**src/rtl/hazard_unit_mdu.sv**
```systemverilog
// Pipeline hazard controller: operand forwarding, load-use stall, redirect flush,
// multi-cycle MDU hold in Execute and a saturating stall-cycle counter.
module hazard_unit_mdu #(
  parameter int unsigned REG_AW  = 5,
  parameter int unsigned MDU_LAT = 4,
  parameter int unsigned CNT_W   = 16
) (
  input  logic              clk,
  input  logic              rst,
  input  logic [REG_AW-1:0] Rs1D,
  input  logic [REG_AW-1:0] Rs2D,
  input  logic [REG_AW-1:0] Rs1E,
  input  logic [REG_AW-1:0] Rs2E,
  input  logic [REG_AW-1:0] RdE,
  input  logic [REG_AW-1:0] RdM,
  input  logic [REG_AW-1:0] RdW,
  input  logic              RegWriteM,
  input  logic              RegWriteW,
  input  logic [1:0]        ResultSrcE,
  input  logic [1:0]        PCSrcE,
  input  logic              MduStartE,
  output logic              StallF,
  output logic              StallD,
  output logic              StallE,
  output logic              FlushD,
  output logic              FlushE,
  output logic              FlushM,
  output logic [1:0]        ForwardAE,
  output logic [1:0]        ForwardBE,
  output logic              MduDoneE,
  output logic [CNT_W-1:0]  StallCount
);

  localparam int unsigned CW       = $clog2(MDU_LAT + 1);
  localparam bit          MULTI    = (MDU_LAT > 1);
  localparam logic [CW-1:0] CNT_IDLE = CW'(0);
  localparam logic [CW-1:0] CNT_LAST = CW'(1);
  localparam logic [CW-1:0] CNT_LOAD = CW'(MDU_LAT - 1);
  localparam logic [CNT_W-1:0] SC_MAX = {CNT_W{1'b1}};

  logic [CW-1:0]    cnt_q, cnt_d;
  logic [CNT_W-1:0] sc_q, sc_d;
  logic             lu, redirect, mdu_hold, stall_f_int;

  // MDU occupancy counter: IDLE (0) loads, BUSY (>1) counts down, LAST (1) releases
  always_comb begin
    cnt_d = cnt_q;
    if (cnt_q == CNT_IDLE) begin
      if (MduStartE && MULTI) cnt_d = CNT_LOAD;
    end else if (cnt_q == CNT_LAST) begin
      cnt_d = CNT_IDLE;
    end else begin
      cnt_d = cnt_q - CW'(1);
    end
  end

  always_ff @(posedge clk or negedge rst) begin
    if (!rst) begin
      cnt_q <= CNT_IDLE;
      sc_q  <= '0;
    end else begin
      cnt_q <= cnt_d;
      sc_q  <= sc_d;
    end
  end

  assign lu          = (ResultSrcE == 2'b01) && (RdE != '0) && ((RdE == Rs1D) || (RdE == Rs2D));
  assign redirect    = (PCSrcE != 2'b00);
  assign mdu_hold    = MduStartE && MULTI && (cnt_q != CNT_LAST);
  assign stall_f_int = mdu_hold || lu;

  always_comb begin
    sc_d = sc_q;
    if (stall_f_int && (sc_q != SC_MAX)) sc_d = sc_q + CNT_W'(1);
  end

  // Combinational controls, all forced low while reset is asserted
  always_comb begin
    StallF    = 1'b0;
    StallD    = 1'b0;
    StallE    = 1'b0;
    FlushD    = 1'b0;
    FlushE    = 1'b0;
    FlushM    = 1'b0;
    ForwardAE = 2'b00;
    ForwardBE = 2'b00;
    MduDoneE  = 1'b0;
    if (rst) begin
      if (RegWriteM && (RdM != '0) && (RdM == Rs1E))      ForwardAE = 2'b10;
      else if (RegWriteW && (RdW != '0) && (RdW == Rs1E)) ForwardAE = 2'b01;
      if (RegWriteM && (RdM != '0) && (RdM == Rs2E))      ForwardBE = 2'b10;
      else if (RegWriteW && (RdW != '0) && (RdW == Rs2E)) ForwardBE = 2'b01;
      MduDoneE = MduStartE && ((cnt_q == CNT_LAST) || !MULTI);
      // A held MDU op defers load-use: D/E keep their contents until release
      if (mdu_hold) begin
        StallF = 1'b1;
        StallD = 1'b1;
        StallE = 1'b1;
        FlushM = 1'b1;
      end else begin
        StallF = lu;
        StallD = lu;
        FlushE = lu || redirect;
        FlushD = redirect;
      end
    end
  end

  assign StallCount = sc_q;

endmodule

```
**config.mk**
```make
export PLATFORM = sky130hd
export DESIGN_NAME = hazard_unit_mdu
export DESIGN_NICKNAME = d
export VERILOG_FILES = /design/src/rtl/hazard_unit_mdu.sv
export SDC_FILE = /design/constraint.sdc
export NUM_CORES = 1
export LEC_CHECK = 0
export BUFFER_PORTS_ARGS = -buffer_cell sky130_fd_sc_hd__buf_4
export CORE_MARGIN = 2
export CORE_UTILIZATION = 50
export CTS_CLUSTER_DIAMETER = 150
export DETAILED_ROUTE_END_ITERATION = 10
export MAX_ROUTING_LAYER = met4
export PLACE_DENSITY = 0.94
export SLEW_MARGIN = 20
export SYNTH_ARGS = -nofsm -noshare
export SYNTH_HDL_FRONTEND = slang
export SYNTH_SLANG_ARGS = --single-unit
```
**constraint.sdc**
```tcl
create_clock -name clk -period 4.5 [get_ports clk]
set_input_delay 0.225 -clock clk [delete_from_list [all_inputs] [get_ports clk]]
set_output_delay 0.225 -clock clk [all_outputs]
set_load 0.005 [all_outputs]
```
# Yosys cells after proc, flatten, opt, wreduce, memory -nomap -nowiden
# Index checks and enable logic that the tools add are counted.
# word_totals
ramBits,0
memories,0
out_inout_bits,27
latch_bits,0
reg_bits,19
in_bits,44
rom_bits,0
elab_cells,52
# classes
eq_ne,11
div_mod_pow,0
shifts,0
add_sub_neg,2
mul,0
n_bitwise,0
n_reduce_logical,19
magnitude_cmp,0
mux,18
# op_table
operator,n
equality test 5 bit,6
"adder 16 x 1 -> 16 bit, second input constant",1
"inequality test 16 bit, second input constant",1
nonzero test 5 bit,3
logical AND 1 bit,11
two-way mux 1 bit,11
two-way mux 3 bit,3
two-way mux 2 bit,4
"equality test 3 x 1 -> 1 bit, second input constant",1
zero test 3 bit,1
logical OR 1 bit,3
"inequality test 3 x 1 -> 1 bit, second input constant",1
"subtractor 3 x 1 -> 3 bit, second input constant",1
"equality test 2 x 1 -> 1 bit, second input constant",1
"inequality test 2 bit, second input constant",1
nonzero test 2 bit,1

# Longest topological paths before layout
# Gate-level depths: netlist (run 1).
# depth
ltp_word,6
depth_mapped,8

# Least setup slack after synthesis (run 1)
# No wires, ideal clock.
# synth_timing
path_kind,reg-to-reg
from,reg cnt_q[0]
to,"reg sc_q[12], in the netlist StallCount[12]"
setup_time_ns,0.125
setup_slack_ns,2.690
stages_incl_launch_ff,7
synth_period_minus_slack_ns,1.810
path_buffers,0
arrival_time_ns,1.686
cell_sequence,dfrtp_1 ha_1 nand2_1 nand2_1 a21boi_2 or4b_1 mux2_2
# synth_via
elab_chain_len,4
# synth_lines
item,line_no,source
start: declaration,41,"logic [CW-1:0] cnt_q, cnt_d;"
start signal: assignment,62,cnt_q <= cnt_d;
inequality test 3 x 1 -> 1 bit,69,assign mdu_hold = MduStartE && MULTI && (cnt_q != CNT_LAST);
logical AND 1 bit,69,
logical OR 1 bit,70,assign stall_f_int = mdu_hold || lu;
logical AND 1 bit,74,if (stall_f_int && (sc_q != SC_MAX)) sc_d = sc_q + CNT_W'(1);
end signal: assignment,60,sc_q <= '0;
end signal: assignment,63,sc_q <= sc_d;
end: declaration,42,"logic [CNT_W-1:0] sc_q, sc_d;"
# Every way passes these cells.
# A chain may end at the register's enable or synchronous reset.

# Worst setup path in the final report (run 1)
# layout_timing
from,in rst
to,out ForwardAE[0]
# layout_via
elab_chain_len,1
# layout_lines
item,line_no,source
start: declaration,9,"input logic rst,"
two-way mux 2 bit,88,if (rst) begin
end: declaration,28,"output logic [1:0] ForwardAE,"
# Every way passes these cells.

==> impl_metrics.py, run 1 <==
metrics = {
    "run_status": {
        "outcome": "finished clean",
    },
    "power": {
        "peakVddDrop_mv": 0.262,
        "p_leak_uw": 0.000990,
        "p_per_area_nw_per_um2": 312,
    },
    "worst_hold_path": {
        "min_from": "MduStartE",
        "min_path_cells": 3,
        "min_path_type": "in -> reg",
        "hold_end": "cnt_q[1]",
    },
    "floorplanning": {
        "start_util_pct": 52.7,
        "dieWidth_um": 58.2,
        "coreArea_sq_um": 2780,
        "die_h_um": 58.2,
        "ios": 71,
        "die-area_sq_um": 3380,
        "row_count": 19,
    },
    "critical_path": {
        "critPathArrivalTime_ns": 2.27,
        "r2r-start": "StallCount[0]",
        "endpoint_kind": "output port",
        "r2r_cells": 7,
        "crit_type": "in -> out",
        "r2r_end": "StallCount[1]",
        "startpoint_type": "input port",
        "regToRegSetupSlack_ns": 2.33,
        "cp.required_ns": 4.28,
        "crit_fanout": 25,
    },
    "yosys": {
        "yosysSeqAreaShare_pct": 32.4,
        "synth_ff_type": "dfrtp_1",
        "syn-num-nets": 211,
        "yosys_warnings": 0,
        "avgSynthCellArea_sq_um": 9.00,
        "async_flop_share_pct": 100,
        "synth_seq_cells": 19,
        "synth-edff-count": 0,
        "syn_area_sq_um": 1470,
        "syn-instance-count": 163,
        "yosysUniqueCellTypes": 35,
    },
    "drt": {
        "final_antenna_net_count": 0,
        "wl_mm": 3.71,
        "drc_errors": 0,
        "vias_per_cell": 5.62,
        "num_vias": 1490,
        "post_drt_wl_per_cell_um": 14.0,
        "drtIter0Drc": 37,
        "drt_first_pass_iters": 4,
    },
    "grt": {
        "grt_max_degree": 26,
        "track_usage_pct": 23.9,
        "antenna_found_initial": 0,
        "grt_pass1_wl_mm": 6.11,
        "grt_pass1_vias": 1426,
        "grt_overflow": 0,
    },
    "sta": {
        "grt_setup_unrepaired": "false",
        "finalSetupViolations": 0,
        "fmax_mhz": 401,
        "worst_slack_ns": 2.01,
        "slew_headroom_pct": 57.7,
        "fin_worst_skew_ns": 0.00354,
        "layout_min_cycle_time_ns": 2.49,
        "slew_violations": 0,
        "tns_ns": 0,
        "period_share_pct": 55.4,
        "hold_viol_final": 0,
        "worst_pin_slew_ns": 0.631,
    },
    "clocking": {
        "tritoncts": "yes",
        "cts_max_level": 1,
        "clk_pin_slew_ns": 0.10,
        "cts_buffer_depth": 2,
        "root_buffer": "clkbuf_4",
        "clock-sinks": 19,
        "clock_latency_ns": 0.30,
        "cts_resized": 0,
        "cts-buffers-inserted": 3,
    },
    "place": {
        "dpl.cell_count": 260,
        "dp_slack_ns": 2.03,
        "place_hpwl_mm": 3.04,
        "port_buffers": 70,
        "gp_congestion": 0.872,
    },
    "cells_and_area": {
        "nFillCells": 225,
        "area_growth_pct": 39.5,
        "drive_above_1_share_pct": 34.2,
        "layout_common_cells": "70 x buf_4, 23 x xor2_1, 19 x dfrtp_1",
        "fin_cells": 265,
        "diodes": 0,
        "mostFrequentLayoutCell": "buf_4",
        "nets": 283,
    },
    "flow_run": {
        "maxCapViolations": 0,
    },
}
-- cells by family (layout without fill, tap and decap cells) --
group / count (synthesis) / in the layout / share of synthesized area, %
DFF: 19 / 19 / 32.4
and+or+nand+nor: 67 / 67 / 24.7
xor gates and xnor gates: 40 / 40 / 23.9
muxes: 5 / 5 / 3.75
adders and majority gates: 4 / 4 / 3.41
AOI/OAI and AO/OA: 16 / 16 / 8.02
buffers and inverters: 12 / 83 / 3.84
-- registers in the layout, summed over array words and instances (netlist names) --
name and count:
StallCount 16, cnt_q 3
-- where the power goes --
part | leakage [uW] | switching (uW) | internal (uW)
Clock | 0.0000150 | 52.9 | 34.6
Combinational | 0.000731 | 136 | 150
Sequential | 0.000244 | 52.1 | 213
Total | 0.000990 | 241 | 398
-- critical path, stage by stage --
cell and delay (ns):
dlygate4sd3_1 0.53, buf_4 0.29, o211ai_1 0.18, or4_1 0.56, nor4_1 0.30, buf_4 0.18
-- through the flow --
| step | hold WS (ns) | util [%] | power (uW) | instance area, sq um |
|---|---|---|---|---|
| 2_1_floorplan | -0.0706 | - | 421 | 1470 |
| 3_3_place_gp | 0.126 | 72.1 | 543 | 2000 |
| 3_5_place_dp | 0.131 | 72.1 | 554 | 2000 |
| 4_1_cts | 0.199 | 73.4 | 643 | 2040 |
| 5_1_grt | 0.210 | 73.5 | 691 | 2050 |
| 6_report | 0.204 | 73.5 | 639 | 2050 |
-- layer usage --
layer  vias up  wire length [um]  GRT usage, %
li1        711                 -             -
met1       706              1440          28.1
met2        69              1890          41.9
met3         4               343          6.03
met4         0                28          3.99
met5         -                 0             -
-- worst max-delay path by stage --
stage                endpoint     startpoint  depth (start not counted)  slack, ns
4_1_cts         StallCount[1]  StallCount[0]                          7       2.01
2_1_floorplan  StallCount[12]       cnt_q[0]                          6       2.69
6_report         ForwardAE[0]            rst                          6       2.01
3_5_place_dp    StallCount[1]  StallCount[0]                          7       2.03
3_3_place_gp    StallCount[1]  StallCount[0]                          7       2.10
5_1_grt          ForwardAE[0]            rst                          6       1.92
-- what timing repair did --
item | CTS | global route
hold buffers | 1 | 0
buffers inserted | 0 | 0
hold endpoints to repair | 19 | 0
setup endpoints to repair | 0 | 0
-- cells in the mapped netlist, types with 4 or more instances --
library cell,n,area [sq um]
ha_1,4,50.1
nor4_1,5,31.3
nand3_1,13,65.1
nand2_1,12,45.0
xnor2_1,17,149
a21oi_1,4,20.0
or4_1,5,37.5
inv_1,8,30.0
xor2_1,23,201
nor3_1,8,40.0
nor2_1,8,30.0
dfrtp_1,19,475
-- final cells by class --
type	count	area, sq um	share of cell area [%]
Clock buffer	4	26.3	1.28
Inverter	8	30.0	1.47
Multi-Input combinational cell	132	940	45.9
Sequential cell	19	475	23.2
Tap cell	31	38.8	1.90
Timing Repair Buffer	71	536	26.2
(Power assumes the default switching activity.)
==> run 2, diff against run 1 <==
ABC_AREA = 1   (was default)
CORE_UTILIZATION = 44   (was 50)
PLACE_DENSITY = 0.85   (was 0.94)
clock period = 2 ns   (was 4.5 ns; I/O delays follow)
==> impl_metrics.py, run 2 <==
metrics = {
    "yosys": {
        "yosysSeqAreaShare_pct": 27.2,
        "synth_most_common_cell": "nand2_1",
        "syn_area_sq_um": 1750,
        "syn-num-nets": 314,
        "yosysTopAreaCell": "dfrtp_1",
        "synth_top_area_share_pct": 27.2,
        "syn-instance-count": 266,
        "synth_ff_type": "dfrtp_1",
        "synth-edff-count": 0,
        "yosys_warnings": 0,
        "synthTopCellsByArea": "dfrtp_1 27%, nand2_1 16%, inv_1 8.6%",
        "synth_seq_cells": 19,
        "avgSynthCellArea_sq_um": 6.58,
        "async_flop_share_pct": 100,
        "yosysUniqueCellTypes": 26,
        "synthTopCellsByCount": "76 x nand2_1, 40 x inv_1, 30 x nor2_1",
    },
    "grt": {
        "antenna_found_initial": 0,
        "grt_max_degree": 24,
        "grt_overflow": 0,
        "grt_pass1_wl_mm": 7.09,
        "track_usage_pct": 20.6,
        "grt_pass1_vias": 1727,
    },
    "clocking": {
        "cts_setup_buffers": 0,
        "tritoncts": "yes",
        "clk_pin_slew_ns": 0.07,
        "cts_max_level": 1,
        "clock_latency_ns": 0.26,
        "clock-sinks": 19,
        "root_buffer": "clkbuf_8",
        "cts-buffers-inserted": 3,
        "cts_buffer_depth": 2,
    },
    "sta": {
        "period_share_pct": 86.8,
        "fmax_mhz": 576,
        "slew_headroom_pct": 80.8,
        "finalSetupViolations": 0,
        "fin_worst_skew_ns": 0.00174,
        "hold_viol_final": 0,
        "grt_setup_unrepaired": "false",
        "worst_pin_slew_ns": 0.285,
        "layout_min_cycle_time_ns": 1.74,
        "slew_violations": 0,
        "tns_ns": 0,
    },
    "cells_and_area": {
        "nFillCells": 342,
        "layout_common_cells": "76 x nand2_1, 70 x buf_4, 40 x inv_1",
        "fin_cells": 384,
        "largest_reg_flops": 16,
        "design_area_sq_um": 2340,
        "area_growth_pct": 33.9,
        "fin_util_pct": 62.6,
        "diodes": 0,
        "nets": 385,
        "drive_above_1_share_pct": 26.8,
        "mostFrequentLayoutCell": "nand2_1",
    },
    "drt": {
        "num_vias": 1799,
        "drtIter0Drc": 75,
        "post_drt_wl_per_cell_um": 11.0,
        "drc_errors": 0,
        "wl_mm": 4.21,
        "drt_first_pass_iters": 4,
        "final_antenna_net_count": 0,
        "vias_per_cell": 4.68,
    },
    "power": {
        "p_leak_uw": 0.00135,
        "intPower_uw": 909,
        "p_per_area_nw_per_um2": 621,
        "power_frac_comb_pct": 44.4,
        "p_total_uw": 1460,
        "peakVddDrop_mv": 0.531,
        "p_sw_uw": 546,
        "p_sw_share_pct": 37.5,
        "pwr-share-clk_pct": 18.2,
        "seq_power_share_pct": 37.4,
    },
    "floorplanning": {
        "dieWidth_um": 67.1,
        "die-area_sq_um": 4500,
        "row_count": 22,
        "die_h_um": 67.1,
        "ios": 71,
        "start_util_pct": 46.8,
        "coreArea_sq_um": 3740,
    },
    "place": {
        "place_hpwl_mm": 3.45,
        "dpl.cell_count": 379,
        "gp_congestion": 0.855,
        "port_buffers": 70,
        "placed_area_sq_um": 2290,
    },
    "critical_path": {
        "endpoint_kind": "output port",
        "critPathArrivalTime_ns": 1.64,
        "crit_type": "in -> out",
        "startpoint_type": "input port",
        "cp.required_ns": 1.90,
        "crit_fanout": 20,
    },
    "worst_hold_path": {
        "min_path_type": "in -> reg",
    },
    "run_status": {
        "outcome": "finished clean",
    },
    "flow_run": {
        "maxCapViolations": 0,
    },
}
## run 2: through the flow
step | hold slack [ns] | setup WS, ns
floorplan | -0.196 | 0.535
global placement | -0.00985 | 0.421
finish | 0.0969 | 0.263
detailed placement | -0.00790 | 0.397
CTS | 0.0918 | 0.242
global route | 0.105 | 0.0797
## run 2: cell families (layout without fill, tap and decap cells)
kind of cell,after synthesis,after routing,synth area share (%)
and+or+nand+nor,157,157,41.2
buffers and inverters,49,119,12.2
xor gates and xnor gates,27,27,13.5
DFF,19,19,27.2
AOI/OAI and AO/OA,10,10,3.07
adders and majority gates,4,4,2.86
## run 2: final timing paths
path | from | endpoint | slack (ns) | cells after the start
worst min register to register | cnt_q[0] | cnt_q[0] | 0.52 | 1
max in group asynchronous | rst | StallCount[13] | 1.53 | 2
min in group asynchronous | rst | StallCount[2] | 0.26 | 2
worst max register to register | StallCount[0] | StallCount[9] | 0.39 | 10
worst min-delay path | MduStartE | cnt_q[0] | 0.1 | 3
worst max-delay path | rst | ForwardAE[0] | 0.26 | 7
## run 2: routing by layer
layer | routed length (um) | vias to the layer above | GRT usage, %
met5 | 0 | - | -
met1 | 1810 | 787 | 24.0
met3 | 230 | 7 | 3.55
li1 | - | 957 | -
met2 | 2130 | 48 | 36.5
met4 | 40 | 0 | 5.36
## run 2: power groups by stage
stage,combinational (uW),clock [uW],sequential [uW]
global placement,628,0,545
CTS,655,274,544
global route,733,296,557
finish,646,265,545
floorplan,408,0,542
detailed placement,649,0,552
## run 2: critical path: stages
cell	delay (ns)
dlygate4sd3_1	0.53
buf_4	0.27
inv_1	0.19
a21oi_1	0.17
nand4_1	0.11
nor2_1	0.13
buf_4	0.13
## run 2: layout make-up
| type | instances | area [sq um] | area share [%] |
|---|---|---|---|
| Inverter | 44 | 165 | 7.05 |
| Multi-Input combinational cell | 198 | 1060 | 45.3 |
| Tap cell | 48 | 60.1 | 2.56 |
| Clock buffer | 3 | 41.3 | 1.76 |
| Sequential cell | 19 | 475 | 20.3 |
| Timing Repair Buffer | 71 | 536 | 22.9 |
| Clock inverter | 1 | 5.00 | 0.214 |
## run 2: repair_timing
action	CTS	global route
resized for setup	0	0
hold buffers	1	0
endpoints found under the hold margin	19	0
